File: src/rtl/alu_result_ascii_tx_if.sv
// rtl/alu_result_ascii_tx_if.sv - byte handshake between the line formatter and the UART transmitter
interface alu_result_ascii_tx_if;
  logic       tx_start;
  logic [7:0] tx_data;
  logic       tx_busy;

  // Formatter side: offers bytes, watches the transmitter busy flag
  modport master (
    output tx_start,
    output tx_data,
    input  tx_busy
  );

  // UART side: accepts bytes, reports busy while a frame is on the wire
  modport slave (
    input  tx_start,
    input  tx_data,
    output tx_busy
  );
endinterface

File: src/rtl/alu_result_ascii_tx.sv
// rtl/alu_result_ascii_tx.sv - streams a latched ALU result to the UART as "HHHH FFFFF\r\n"
module alu_result_ascii_tx #(
  parameter bit UPPERCASE   = 1'b1,
  parameter int ACK_TIMEOUT = 15
) (
  input  logic                  clk_100M,
  input  logic                  reset_n,
  input  logic                  send_result,
  input  logic [15:0]           alu_out,
  input  logic [4:0]            alu_flags,
  output logic                  busy,
  output logic                  dropped,
  alu_result_ascii_tx_if.master uart
);

  typedef enum logic [1:0] {
    IDLE      = 2'd0,
    START     = 2'd1,
    WAIT_ACK  = 2'd2,
    WAIT_DONE = 2'd3
  } state_t;

  // Nibble values 10..15 land on 'A'..'F' (0x37 + n) or 'a'..'f' (0x57 + n)
  localparam logic [7:0] HEX_ALPHA_BASE = UPPERCASE ? 8'h37 : 8'h57;
  // Counter value on the last cycle spent waiting for the UART to go busy
  localparam logic [7:0] ACK_LAST       = 8'(ACK_TIMEOUT - 1);
  localparam logic [3:0] LAST_IDX       = 4'd11;

  state_t      state_q, state_d;
  logic [3:0]  idx_q, idx_d;
  logic [15:0] res_q, res_d;
  logic [4:0]  flg_q, flg_d;
  logic [7:0]  ack_cnt_q, ack_cnt_d;
  logic        tx_start_q, tx_start_d;
  logic [7:0]  tx_data_q, tx_data_d;
  logic        dropped_q, dropped_d;
  logic [7:0]  cur_byte;

  function automatic logic [7:0] hex_char(input logic [3:0] n);
    return (n < 4'd10) ? (8'h30 + {4'h0, n}) : (HEX_ALPHA_BASE + {4'h0, n});
  endfunction

  // Character at the current line position, taken from the captured result and flags
  always_comb begin
    cur_byte = 8'h0A;
    case (idx_q)
      4'd0:    cur_byte = hex_char(res_q[15:12]);
      4'd1:    cur_byte = hex_char(res_q[11:8]);
      4'd2:    cur_byte = hex_char(res_q[7:4]);
      4'd3:    cur_byte = hex_char(res_q[3:0]);
      4'd4:    cur_byte = 8'h20;
      4'd5:    cur_byte = {7'h18, flg_q[4]};
      4'd6:    cur_byte = {7'h18, flg_q[3]};
      4'd7:    cur_byte = {7'h18, flg_q[2]};
      4'd8:    cur_byte = {7'h18, flg_q[1]};
      4'd9:    cur_byte = {7'h18, flg_q[0]};
      4'd10:   cur_byte = 8'h0D;
      default: cur_byte = 8'h0A;
    endcase
  end

  // Next-state and next-output logic for the per-byte handshake with the UART
  always_comb begin
    state_d    = state_q;
    idx_d      = idx_q;
    res_d      = res_q;
    flg_d      = flg_q;
    ack_cnt_d  = ack_cnt_q;
    tx_start_d = 1'b0;
    tx_data_d  = tx_data_q;
    // Any strobe outside IDLE is refused, including the cycle WAIT_DONE hands back to IDLE
    dropped_d  = send_result && (state_q != IDLE);
    case (state_q)
      IDLE: begin
        if (send_result) begin
          res_d   = alu_out;
          flg_d   = alu_flags;
          idx_d   = 4'd0;
          state_d = START;
        end
      end
      START: begin
        if (!uart.tx_busy) begin
          tx_data_d  = cur_byte;
          tx_start_d = 1'b1;
          ack_cnt_d  = 8'd0;
          state_d    = WAIT_ACK;
        end
      end
      WAIT_ACK: begin
        // A UART that never raises busy must not stall the line forever
        if (uart.tx_busy || (ack_cnt_q == ACK_LAST)) begin
          state_d = WAIT_DONE;
        end else begin
          ack_cnt_d = ack_cnt_q + 8'd1;
        end
      end
      WAIT_DONE: begin
        if (!uart.tx_busy) begin
          if (idx_q == LAST_IDX) begin
            state_d = IDLE;
          end else begin
            idx_d   = idx_q + 4'd1;
            state_d = START;
          end
        end
      end
      default: state_d = IDLE;
    endcase
  end

  // State, captures and registered UART outputs; reset abandons any partial line
  always_ff @(posedge clk_100M) begin
    if (!reset_n) begin
      state_q    <= IDLE;
      idx_q      <= 4'd0;
      res_q      <= 16'h0000;
      flg_q      <= 5'b00000;
      ack_cnt_q  <= 8'd0;
      tx_start_q <= 1'b0;
      tx_data_q  <= 8'h00;
      dropped_q  <= 1'b0;
    end else begin
      state_q    <= state_d;
      idx_q      <= idx_d;
      res_q      <= res_d;
      flg_q      <= flg_d;
      ack_cnt_q  <= ack_cnt_d;
      tx_start_q <= tx_start_d;
      tx_data_q  <= tx_data_d;
      dropped_q  <= dropped_d;
    end
  end

  assign uart.tx_start = tx_start_q;
  assign uart.tx_data  = tx_data_q;
  assign busy          = (state_q != IDLE);
  assign dropped       = dropped_q;

endmodule

File: src/flat_wrapper.sv
// flat-port wrapper written by rule: the top's interface ports become plain ports
module alu_result_ascii_tx_flat 
#(
  parameter bit UPPERCASE   = 1'b1,
  parameter int ACK_TIMEOUT = 15
)
  (clk_100M, reset_n, send_result, alu_out, alu_flags, busy, dropped, uart_tx_start, uart_tx_data, uart_tx_busy);
  alu_result_ascii_tx_if uart_i ();
  input  logic clk_100M;
  input  logic reset_n;
  input  logic send_result;
  input  logic [15:0] alu_out;
  input  logic [4:0] alu_flags;
  output logic busy;
  output logic dropped;
  output wire logic [$bits(uart_i.tx_start)-1:0] uart_tx_start;
  output wire logic [$bits(uart_i.tx_data)-1:0] uart_tx_data;
  input wire logic [$bits(uart_i.tx_busy)-1:0] uart_tx_busy;
  assign uart_tx_start = uart_i.tx_start;
  assign uart_tx_data = uart_i.tx_data;
  assign uart_i.tx_busy = uart_tx_busy;
  alu_result_ascii_tx #(.UPPERCASE(UPPERCASE), .ACK_TIMEOUT(ACK_TIMEOUT)) u_core (.clk_100M(clk_100M), .reset_n(reset_n), .send_result(send_result), .alu_out(alu_out), .alu_flags(alu_flags), .busy(busy), .dropped(dropped), .uart(uart_i));
endmodule
File: config.mk
export PLATFORM = sky130hd
export DESIGN_NAME = alu_result_ascii_tx_flat
export DESIGN_NICKNAME = d
export VERILOG_FILES = /design/src/rtl/alu_result_ascii_tx_if.sv /design/src/rtl/alu_result_ascii_tx.sv /design/src/flat_wrapper.sv
export SDC_FILE = /design/constraint.sdc
export NUM_CORES = 1
export LEC_CHECK = 0
export ABC_CLOCK_PERIOD_IN_PS = 1800
export BUFFER_PORTS_ARGS = -buffer_cell sky130_fd_sc_hd__buf_2
export CAP_MARGIN = 25
export CORE_MARGIN = 2
export CORE_UTILIZATION = 50
export DETAILED_ROUTE_END_ITERATION = 12
export GPL_ROUTABILITY_DRIVEN = 0
export GPL_TIMING_DRIVEN = 0
export PLACE_DENSITY_LB_ADDON = 0.25
export SYNTH_ARGS = -nofsm -noshare
export SYNTH_HDL_FRONTEND = slang
export SYNTH_SLANG_ARGS = --single-unit
export TNS_END_PERCENT = 5
File: constraint.sdc
create_clock -name clk_100M -period 1.8 [get_ports clk_100M]
set_clock_uncertainty 0.05 [all_clocks]
set_input_delay 0.18 -clock clk_100M [delete_from_list [all_inputs] [get_ports clk_100M]]
set_output_delay 0.18 -clock clk_100M [all_outputs]
set_load 0.02 [all_outputs]
* After elaboration in Yosys (flattened, before gate mapping) *
Index checks and enable logic that the tools add are counted.

word-level totals
  register bits after elaboration = 45
  bits in latches = 0
  bits in writable memories = 0
  bits in read-only memories = 0
  output and inout port bits = 11
  memories kept = 0

operators by class
  add/sub/neg operators = 10
  multipliers = 0
  div/mod/pow operators = 0
  $lt $le $gt $ge = 4
  equal/unequal tests = 21
  shift-type cells = 0
  multiplexer cells = 19
  bitwise operators = 1
  reductions and logical operators = 13

operators with widths
  cell                                                  number
  one-hot mux 8 bit (11 select lines)                   1
  adder 6 x 4 -> 7 bit (first input constant)           8
  2-to-1 mux 8 bit                                      6
  equality test 4 x 3 -> 1 bit (second input constant)  4
  equality test 4 bit (second input constant)           4
  < comparator 4 bit (second input constant)            4
  one-hot mux 8 bit (2 select lines)                    1
  2-to-1 mux 4 bit                                      3
  != test 2 bit (second input constant)                 5
  adder 8 x 1 -> 8 bit (second input constant)          1
  equality test 4 x 2 -> 1 bit (second input constant)  2
  equality test 8 x 4 -> 1 bit (second input constant)  1
  2-to-1 mux 2 bit                                      4
  one-hot mux 2 bit (4 select lines)                    1
  one-hot mux 4 bit (2 select lines)                    1
  AND reduction 4 bit                                   2
  AND reduction 2 bit                                   3
  nonzero test 2 bit                                    3
  adder 4 x 1 -> 4 bit (second input constant)          1
  equality test 2 bit (second input constant)           2
  equality test 4 x 1 -> 1 bit (second input constant)  1
  logical NOT 4 bit                                     1
  AND reduction 3 bit                                   1
  equality test 2 x 1 -> 1 bit (second input constant)  1
  other kinds (6)                                       7

* Depth between registers and ports, before layout *
  depth after elaboration = 4
  depth in mapped cells = 7
  depth with buffers taken out = 6

* Worst setup path after synthesis *
Ideal clock, no wire load.

  path type = flip-flop to flip-flop
  start = register u_core.idx_q[0]
  end = register u_core.tx_data_q[4], in the netlist u_core.uart.tx_data[4]
  setup time = 0.122 ns
  data arrival time = 1.760 ns
  setup slack = -0.131 ns
  cell stages (with the launch flop) = 7
  clock period less this slack = 1.931 ns
  cells stage by stage = dfxtp_1 inv_1 ha_1 or3_1 a22o_1 a221o_1 o311a_1

on the way
  longest elaborated chain between the ends = 2
  elaborated cells between the ends (all ways) = 12
  classes of those cells = eq/ne: 10; mux: 1; reduce/logical: 1

ends and longest elaborated chain
  element                                      line                        text
  from (decl)                                  alu_result_ascii_tx.sv:30   logic [3:0] idx_q, idx_d;
  from (signal assigned)                       alu_result_ascii_tx.sv:125  idx_q <= idx_d;
  equality test 4 bit (tied with other cells)  alu_result_ascii_tx.sv:46   case (idx_q)
  one-hot mux 8 bit (11 select lines) (*)      alu_result_ascii_tx.sv:46
  to (signal assigned)                         alu_result_ascii_tx.sv:130  tx_data_q <= tx_data_d;
  to (decl)                                    alu_result_ascii_tx.sv:35   logic [7:0] tx_data_q, tx_data_d;

Mark *: on every way between the ends. The rest lies on a longest branch, timed or not.
A chain may end at the register's enable or synchronous reset.

* Final worst setup path *
  start = register u_core.idx_q[1]
  end = register u_core.tx_data_q[4], in the netlist u_core.uart.tx_data[4]

Same word-level chain as after synthesis.

==> results.toml <==
[run_status]
status = "finished with violations"
violations = "negative setup slack"

[clock_network]
cts_sinks = 44
cts_root_buf = "clkbuf_8"
clk_latency_ns = 0.29
cts_tree = "yes"
cts_buffers = 5
cts_hold_buf = 0
h-tree-depth = 2
clk_pin_slew_ns = 0.08
clockBufferDepth = 2

[critical_path]
r2r_start = "u_core.idx_q[1]$_SDFFE_PN0P_"
crit_path_max_fanout = 6
critPathTopFamily = "compound AO/OA/AOI/OAI gates"
worstSetupEndpointType = "register"
cp_num_buf_inv = 1
regToRegSetupSlack_ns = -0.20
r2r_cells = 6
r2r-end = "u_core.uart.tx_data[4]$_SDFFE_PN0P_"
start_kind = "register"
cp_slowest_stage_delay_ns = 0.38
crit_chain = "buf_12 -> ha_4 -> or3_1 -> a22o_1 -> a221o_1 -> o311a_1"
crit_slowest_cell = "dfxtp_4"
required_ns = 1.94
worstPathArrival_ns = 2.14
crit_type = "reg -> reg"

[layout]
final_nets = 415
final_cell_mix = "nand2_1 (55), a21oi_1 (42), dfxtp_1 (40), buf_2 (35), o21ai_0 (22)"
diodes = 0
final_common_cell = "nand2_1"
drive_gt1_share_pct = 22.6
area_growth_pct = 23.2

[timing]
fin_crit_sh_pct = 111
setup_ws_ns = -0.200
fmax_mhz = 500
finalHoldViolations = 0
period_needed_ns = 2.00
setup_violations = 5
maxSlewViolCount = 0
grt_setup_unrepaired = "yes"

[detailed_routing]
firstDrtPassIters = 5
routed_wl_um = 6480
drcViolationCount = 0
dr.first_iter.drc_count = 155
wl_per_cell_um = 14.5
via_per_inst = 5.67
dr_total_vias = 2531
ant_nets = 0

[placed_design]
dp_slack_ns = -0.255
post-dp-hpwl_um = 4620
io_buffer_count = 34

[floorplanning]
core_sq_mm = 0.00504
row_count = 26
die_w_um = 75.6
initial_utilization_pct = 50.8
io_pins = 36
die_h_um = 75.6
fp.dieArea_sq_mm = 0.00572

[pwr]
ir_worst_vdd_mv = 0.527
power.density_mw_per_mm2 = 1040
p_leak_nw = 1.21
power_w = 0.00329

[worst_hold_path]
hp-class = "in -> reg"
holdPathStages = 3
hold_end = "u_core.res_q[6]$_SDFFE_PN0P_"
worstHoldStart = "alu_out[6]"

[logic_synthesis]
synth_ff_type = "dfxtp_1"
synth_area_per_cell_sq_um = 7.82
synth_cell_type_count = 57
ys_ff_latch = 44
syn-num-nets = 367
syn_area_sq_mm = 0.00256
synth_enable_flop_cells = 0
synthArstFlopShare_pct = 0
netlist_instances = 328
yosysWarningCount = 0
synth_seq_area_share_pct = 34.4

[grt]
antenna_found_initial = 0
use_met3_pct = 4.89
grt_util_met1_pct = 32.7
grt_max_degree = 14
grt.overflow.total = 0
grt_pass1_wl_um = 10000
grt_busiest_layer = "met2"
track_usage_pct = 23.1
grt_use_met2_pct = 34.4
grt_pass1_vias = 2181

[flow_run]
cap_violations = 0
[flip-flops by register name, summed over array words and instances (netlist names)]
name                  cells
u_core.uart.tx_data       7
u_core.state_q            2
u_core.uart.tx_start      1
u_core.res_q             16
u_core.ack_cnt_q          8
u_core.dropped            1
u_core.flg_q              5
u_core.idx_q              4
[power breakdown]
group | internal, W | switching, W
registers | 0.00112 | 0.000137
clock network | 0.000546 | 0.000329
logic | 0.000431 | 0.000732
total | 0.00209 | 0.00120
[worst register-to-register path, stage by stage, from the launching register on]
cell and delay (ns):
dfxtp_4 0.38, buf_12 0.13, ha_4 0.17, or3_1 0.30, a22o_1 0.27, a221o_1 0.26
o311a_1 0.33
[cell usage after synthesis (2+ instances only)]
cell / instances / area share (%)
a211oi_1: 2 / 0.59
a21boi_0: 3 / 0.88
a21oi_1: 42 / 8.2
a222oi_1: 2 / 0.78
a22o_1: 6 / 2.0
a2bb2oi_1: 2 / 0.68
a31oi_1: 3 / 0.73
and2_1: 4 / 0.98
and4b_1: 4 / 1.6
buf_1: 2 / 0.29
clkbuf_1: 11 / 1.6
dfxtp_1: 44 / 34
ha_1: 14 / 6.8
inv_1: 17 / 2.5
nand2_1: 56 / 8.2
nand2b_1: 4 / 0.98
nand3_1: 7 / 1.4
nand4_1: 3 / 0.73
nor2_1: 7 / 1.0
nor2b_1: 8 / 2.0
nor3_1: 4 / 0.78
nor3b_1: 5 / 1.5
o211ai_1: 3 / 0.88
o21a_1: 3 / 0.88
o21ai_0: 24 / 4.7
o311a_1: 2 / 0.78
o311ai_0: 2 / 0.68
o31ai_1: 5 / 1.5
o41ai_1: 2 / 0.68
or3_1: 3 / 0.73
or4_1: 5 / 1.5
xnor2_1: 4 / 1.4
[cells by family (layout without fill, tap and decap cells)]
kind of cell | after synthesis | after routing | synth area share (%)
adder cells (fa/ha/maj) | 14 | 14 | 6.83
XOR/XNOR | 4 | 4 | 1.37
other | 1 | 1 | 0.146
multiplexers | 1 | 1 | 0.390
AO/OA/AOI/OAI | 111 | 111 | 27.5
AND/OR/NAND/NOR | 120 | 120 | 24.4
flip-flops | 44 | 44 | 34.4
buffers and inverters | 33 | 81 | 5.03
[metrics by stage]
stage	instances	area, sq um	util [%]	TNS (ns)	hold WS (ns)
6_report	446	3160	62.6	-0.454	0.0604
5_1_grt	446	3160	62.6	-1.23	0.0609
4_1_cts	438	3010	59.7	-0.497	0.0568
3_5_place_dp	432	2830	56.2	-1.53	0.377
3_3_place_gp	432	2830	56.2	-1.16	0.371
2_1_floorplan	328	2570	-	-0.0326	0.266
[layout make-up]
| class | count | area (sq um) |
|---|---|---|
| Buffer | 14 | 66.3 |
| Clock buffer | 5 | 68.8 |
| Clock inverter | 2 | 60.1 |
| Fill cell | 452 | 1880 |
| Inverter | 18 | 70.1 |
| Multi-Input combinational cell | 251 | 1670 |
| Sequential cell | 44 | 893 |
| Tap cell | 70 | 87.6 |
| Timing Repair Buffer | 42 | 243 |
[worst max-delay path by stage]
stage          cells past startpoint                         start                             endpoint
2_1_floorplan                      6  u_core.idx_q[1]$_SDFFE_PN0P_  u_core.uart.tx_data[4]$_SDFFE_PN0P_
5_1_grt                            6  u_core.idx_q[1]$_SDFFE_PN0P_  u_core.uart.tx_data[4]$_SDFFE_PN0P_
6_report                           6  u_core.idx_q[1]$_SDFFE_PN0P_  u_core.uart.tx_data[4]$_SDFFE_PN0P_
3_5_place_dp                       5  u_core.idx_q[1]$_SDFFE_PN0P_  u_core.uart.tx_data[6]$_SDFFE_PN0P_
3_3_place_gp                       5  u_core.idx_q[1]$_SDFFE_PN0P_  u_core.uart.tx_data[6]$_SDFFE_PN0P_
4_1_cts                            6  u_core.idx_q[1]$_SDFFE_PN0P_  u_core.uart.tx_data[4]$_SDFFE_PN0P_
[per-layer routing]
layer	routed length (um)	vias to the layer above
li1	-	1285
met1	3020	1169
met2	3030	72
met3	376	5
met4	51	0
met5	0	-
[what timing repair did]
item                                    4_1_cts  5_1_grt
gates resized for setup                      16       20
endpoints found under the setup margin       12       16
buffers inserted                              0        8
pin swaps                                     1       16
No activity file was read; power rests on OpenSTA's default activity.
